==> src/rtl/ps2_mouse_tx.sv <==
// PS/2 mouse-side transmitter: packs a report into 3 frames and drives clock/data.
// Optional host-inhibit abort/retry under PS2_MOUSE_TX_INHIBIT_EN.
module ps2_mouse_tx #(
    parameter int CLK_HALF = 2000,
    parameter int GAP      = 2000
) (
    input  logic       CLOCK_50,
    input  logic       reset_n,
    input  logic       pkt_valid,
    output logic       pkt_ready,
    input  logic [8:0] dx,
    input  logic [8:0] dy,
    input  logic [2:0] btn,
    input  logic       ps2_clk_in,
    output logic       ps2_clk_oe,
    output logic       ps2_dat_oe,
    output logic       busy
);

    localparam int MAXV = (CLK_HALF > GAP) ? CLK_HALF : GAP;
    localparam int CW   = (MAXV > 1) ? $clog2(MAXV) : 1;
    localparam logic [CW-1:0] HALF_END = CW'(CLK_HALF - 1);
    localparam logic [CW-1:0] GAP_END  = CW'(GAP - 1);

`ifdef PS2_MOUSE_TX_INHIBIT_EN
    typedef enum logic [2:0] {
        S_IDLE,
        S_SETUP,
        S_LOW,
        S_GAP,
        S_INHIBIT
    } state_t;
`else
    typedef enum logic [2:0] {
        S_IDLE,
        S_SETUP,
        S_LOW,
        S_GAP
    } state_t;
`endif

    state_t        state;
    logic [CW-1:0] cnt;
    logic [3:0]    bit_idx;
    logic [1:0]    byte_idx;
    logic [8:0]    dx_q;
    logic [8:0]    dy_q;
    logic [2:0]    btn_q;
    logic [7:0]    cur_byte;
    logic [15:0]   frame;
    logic          next_bit;
    logic          accept;

    assign accept = pkt_valid && pkt_ready;

    always_comb begin
        cur_byte = dy_q[7:0];
        case (byte_idx)
            2'd0:    cur_byte = {2'b00, dy_q[8], dx_q[8], 1'b1, btn_q};
            2'd1:    cur_byte = dx_q[7:0];
            default: cur_byte = dy_q[7:0];
        endcase
    end

    // Padded with ones so the look-ahead index never leaves the vector.
    assign frame    = {5'b11111, ~^cur_byte, cur_byte, 1'b0};
    assign next_bit = frame[bit_idx + 4'd1];

`ifdef PS2_MOUSE_TX_INHIBIT_EN
    logic clk_s1;
    logic clk_s2;
    logic low_seen;
    logic inh_ok;
    logic abort;

    // The final gap is not interruptible: the packet is already complete.
    assign inh_ok = (state == S_SETUP) ||
                    (state == S_GAP && byte_idx != 2'd2);
    assign abort  = inh_ok && !clk_s2 && low_seen;

    always_ff @(posedge CLOCK_50) begin
        if (!reset_n) begin
            clk_s1   <= 1'b1;
            clk_s2   <= 1'b1;
            low_seen <= 1'b0;
        end else begin
            clk_s1   <= ps2_clk_in;
            clk_s2   <= clk_s1;
            low_seen <= inh_ok && !clk_s2;
        end
    end
`else
    logic unused_clk;
    assign unused_clk = ps2_clk_in;
`endif

    always_ff @(posedge CLOCK_50) begin
        if (!reset_n) begin
            state      <= S_IDLE;
            cnt        <= '0;
            bit_idx    <= '0;
            byte_idx   <= '0;
            dx_q       <= '0;
            dy_q       <= '0;
            btn_q      <= '0;
            pkt_ready  <= 1'b1;
            busy       <= 1'b0;
            ps2_clk_oe <= 1'b0;
            ps2_dat_oe <= 1'b0;
        end
`ifdef PS2_MOUSE_TX_INHIBIT_EN
        else if (abort) begin
            state      <= S_INHIBIT;
            cnt        <= '0;
            ps2_clk_oe <= 1'b0;
            ps2_dat_oe <= 1'b0;
        end
`endif
        else begin
            case (state)
                S_IDLE: begin
                    if (accept) begin
                        dx_q       <= dx;
                        dy_q       <= dy;
                        btn_q      <= btn;
                        state      <= S_SETUP;
                        cnt        <= '0;
                        bit_idx    <= '0;
                        byte_idx   <= '0;
                        pkt_ready  <= 1'b0;
                        busy       <= 1'b1;
                        ps2_dat_oe <= 1'b1;
                    end
                end
                S_SETUP: begin
                    if (cnt == HALF_END) begin
                        cnt        <= '0;
                        state      <= S_LOW;
                        ps2_clk_oe <= 1'b1;
                    end else begin
                        cnt <= cnt + CW'(1);
                    end
                end
                S_LOW: begin
                    if (cnt == HALF_END) begin
                        cnt        <= '0;
                        ps2_clk_oe <= 1'b0;
                        if (bit_idx == 4'd10) begin
                            state      <= S_GAP;
                            ps2_dat_oe <= 1'b0;
                        end else begin
                            bit_idx    <= bit_idx + 4'd1;
                            state      <= S_SETUP;
                            ps2_dat_oe <= ~next_bit;
                        end
                    end else begin
                        cnt <= cnt + CW'(1);
                    end
                end
                S_GAP: begin
                    if (cnt == GAP_END) begin
                        cnt     <= '0;
                        bit_idx <= '0;
                        if (byte_idx == 2'd2) begin
                            state     <= S_IDLE;
                            pkt_ready <= 1'b1;
                            busy      <= 1'b0;
                        end else begin
                            byte_idx   <= byte_idx + 2'd1;
                            state      <= S_SETUP;
                            ps2_dat_oe <= 1'b1;
                        end
                    end else begin
                        cnt <= cnt + CW'(1);
                    end
                end
`ifdef PS2_MOUSE_TX_INHIBIT_EN
                S_INHIBIT: begin
                    if (!clk_s2) begin
                        cnt <= '0;
                    end else if (cnt == GAP_END) begin
                        cnt        <= '0;
                        bit_idx    <= '0;
                        byte_idx   <= '0;
                        state      <= S_SETUP;
                        ps2_dat_oe <= 1'b1;
                    end else begin
                        cnt <= cnt + CW'(1);
                    end
                end
`endif
                default: begin
                    state      <= S_IDLE;
                    pkt_ready  <= 1'b1;
                    busy       <= 1'b0;
                    ps2_clk_oe <= 1'b0;
                    ps2_dat_oe <= 1'b0;
                end
            endcase
        end
    end

endmodule

==> config.mk <==
export PLATFORM = sky130hd
export DESIGN_NAME = ps2_mouse_tx
export DESIGN_NICKNAME = d
export VERILOG_FILES = /design/src/rtl/ps2_mouse_tx.sv
export SDC_FILE = /design/constraint.sdc
export NUM_CORES = 1
export LEC_CHECK = 0
export ABC_AREA = 1
export BUFFER_PORTS_ARGS = -buffer_cell sky130_fd_sc_hd__buf_2
export CORE_UTILIZATION = 30
export DETAILED_ROUTE_END_ITERATION = 8
export PLACE_DENSITY = 0.55
export SLEW_MARGIN = 20
export SYNTH_ARGS = -nofsm -noshare
export SYNTH_HDL_FRONTEND = slang
export SYNTH_SLANG_ARGS = --single-unit
==> constraint.sdc <==
create_clock -name CLOCK_50 -period 3.3 [get_ports CLOCK_50]
set_clock_uncertainty 0.05 [all_clocks]
set_input_delay 0.165 -clock CLOCK_50 [delete_from_list [all_inputs] [get_ports CLOCK_50]]
set_output_delay 0.165 -clock CLOCK_50 [all_outputs]
set_load 0.005 [all_outputs]
==> results.ini <==
[status]
status = complete, no violations

[worst_setup_path]
r2r-end = ps2_dat_oe
r2r_slack_ns = 1.03
crit_start = byte_idx[1]
start_kind = flop
arrival_ns = 2.42
worstSetupPathType = reg2reg
required_ns = 3.44
ff2ff_path_depth = 16
rr_startpoint = byte_idx[1]
cp-end-kind = flop
crit_fanout = 11

[place]
post-place-cells = 492
gp_congestion = 0.760
hpwl_um = 4020
numPortBuffers = 27
placed_cell_area_um2 = 2750

[floorplan]
die_w_um = 93.5
die_h_um = 93.5
dieArea_um2 = 8750
initial_core_util_pct = 30.7
core_region_area_um2 = 8180
boundaryPins = 29
rows = 33

[cells_and_area]
layout.cells.non_filler = 500
nFillCells = 903
antennaDiodeCount = 0
area_growth_pct = 14.4
finalNetCount = 430
post-route-util_pct = 35.2
multiInputGateArea_um2 = 1440
drive_gt1_share_pct = 17.0
stdcell_area_um2 = 2880
regArea_um2 = 881

[job]
cap_violations = 0

[sta]
tightest_slew_ns = 0.454
hold_viol = 0
rsz0062_at_grt = false
maxSlewViolCount = 0
fin_crit_sh_pct = 68.8
fmax_ghz = 0.440
setup_viol = 0
min_period_ns = 2.27
tns_ns = 0
relSlewSlack_pct = 69.7

[global_route]
grt_max_degree = 27
grtUsageTotal_pct = 14.1
grt_pass1_vias = 2265
grt_overflow_total = 0
grt_pass1_wl_um = 9930
antenna_found_initial = 0

[logic_synthesis]
synth_edf_count = 0
ys_ff_latch = 44
synthCells = 366
synthArstFlopShare_pct = 0
yosysUniqueCellTypes = 40
synthFlopType = dfxtp_1
ys_seq_area_share_pct = 35.0
synth_fp_nets = 402
yosys_warnings = 0
syn-mean-instance-area_um2 = 6.87
syn_area_um2 = 2510

[power_and_ir_drop]
power_density_nw_per_um2 = 789
vdd_drop_max_mv = 0.287
p_switching_uw = 986
pwr-share-comb_pct = 48.9
power_frac_seq_pct = 30.9
finalPower_mw = 2.27
p_int_mw = 1.28
clkPwrFrac_pct = 20.2
switching_share_pct = 43.4
p_leak_nw = 1.25

[clock_tree]
cts_tree = done
cts.sinks = 44
ctsHtreeMaxLevel = 2
ctsResizeCount = 0
post_cts_buffers = 0
clkSlewWorstSetupHoldPaths_ns = 0.09
postCtsHoldBufs = 0
cts_buffer_depth = 2
clkLatencyLatePin_ns = 0.30
cts_root_buf = clkbuf_8
cts_made_buffers = 5

[worst_hold_path]
hp-start = btn[1]
min_path_cells = 3
hold_path.class = in2reg
holdPathEnd = btn_q[1]

[drt]
drc = 0
routed_wl_um = 5500
viasPerCell = 4.63
ant_nets = 0
dr.first_iter.drc_count = 95
drt-wirelength-per-cell_um = 11.0
num_vias = 2315
firstDrtPassIters = 4

==> registers in the layout, indices dropped and copies added, names as in the netlist <==
signal / cells
state: 2
bit_idx: 4
busy: 1
pkt_ready: 1
ps2_dat_oe: 1
btn_q: 3
byte_idx: 2
dx_q: 9
cnt: 11
ps2_clk_oe: 1
dy_q: 9
==> cell usage after synthesis, types with 3 or more instances <==
| cell | n | area share, % |
|---|---|---|
| nand2_1 | 123 | 18 |
| dfxtp_1 | 44 | 35 |
| a21oi_1 | 38 | 7.6 |
| inv_1 | 32 | 4.8 |
| nor2_1 | 20 | 3.0 |
| o21ai_0 | 16 | 3.2 |
| nand3_1 | 13 | 2.6 |
| ha_1 | 11 | 5.5 |
| nand2_2 | 7 | 1.7 |
| clkbuf_1 | 6 | 0.90 |
| nor3_1 | 5 | 1.0 |
| a211oi_1 | 4 | 1.2 |
| inv_2 | 4 | 0.60 |
| xor2_1 | 4 | 1.4 |
| a21oi_2 | 3 | 1.0 |
| clkinv_1 | 3 | 0.45 |
| xnor2_1 | 3 | 1.0 |
==> worst max path at each step <==
stage / to / depth (start not counted)
6_report: ps2_dat_oe / 16
5_1_grt: ps2_dat_oe / 16
2_1_floorplan: ps2_dat_oe / 18
4_1_cts: ps2_dat_oe / 16
3_3_place_gp: ps2_dat_oe / 16
3_5_place_dp: ps2_dat_oe / 16
==> placed cells by master (no fill, tap or decap), drive strengths merged, types with 2 or more instances in the layout <==
master,n
clkbuf,7
xor2,4
a31oi,2
a211oi,4
buf,29
nand3,15
a21oi,42
ha,11
o21ai,19
nor3,6
nand2,132
clkinv,3
dfxtp,44
xnor2,3
nor2,23
inv,36
a21boi,3
==> metrics by stage <==
stage               hold WS [ns]  worst slack, ns
global route              0.0535            0.689
floorplan                  0.260             1.49
CTS                       0.0408             1.00
detailed placement         0.372             1.04
finish                    0.0497             1.03
global placement           0.366             1.07
==> area by class of cell <==
cell class / count / share of cell area, %
well taps: 105 / 4.57
flip-flops and latches: 44 / 30.6
clock inverters: 1 / 1.04
multi-input cells: 275 / 50.1
inverters: 39 / 5.09
repair buffers: 29 / 5.22
clock buffers: 7 / 3.35
==> power by group through the flow <==
stage	sequential [mW]	clock (mW)	combinational [mW]
final	0.703	0.458	1.11
after global routing	0.717	0.487	1.30
after CTS	0.704	0.473	1.12
after detailed placement	0.715	0	1.12
after global placement	0.715	0	1.10
after floorplan	0.705	0	0.890
==> kinds of logic (layout without fill, tap and decap cells) <==
| family | Yosys count | after routing | share of synthesized area [%] |
|---|---|---|---|
| and+or+nand+nor | 181 | 181 | 31.2 |
| buffers and inverters | 47 | 76 | 7.62 |
| AOI/OAI and AO/OA | 76 | 76 | 18.2 |
| adders and majority gates | 11 | 11 | 5.48 |
| DFF | 44 | 44 | 35.0 |
| xor gates and xnor gates | 7 | 7 | 2.44 |
==> worst max-delay path, stage by stage, from the launching register on <==
cell	delay, ns
dfxtp_1	0.36
inv_1	0.07
ha_1	0.34
nor2_4	0.40
nand2_1	0.11
nand2_2	0.16
inv_1	0.10
nand2_1	0.06
nand2_1	0.05
nand2_1	0.06
nand2_1	0.05
nand2_1	0.05
nand3_1	0.07
nand2_1	0.06
nand2_1	0.05
nand2_1	0.07
a21oi_2	0.05
==> metal layers <==
metal  part of all wire [%]  wire length [um]  global-route usage [%]  vias up
met1                     51              2820                    18.6     1045
li1                       -                 -                       -     1242
met4                   0.55                30                    5.00        0
met5                      0                 0                       0        -
met3                    2.3               129                    2.20        2
met2                     46              2530                    23.3       26
Note: power is estimated with default switching activity, not from simulation.
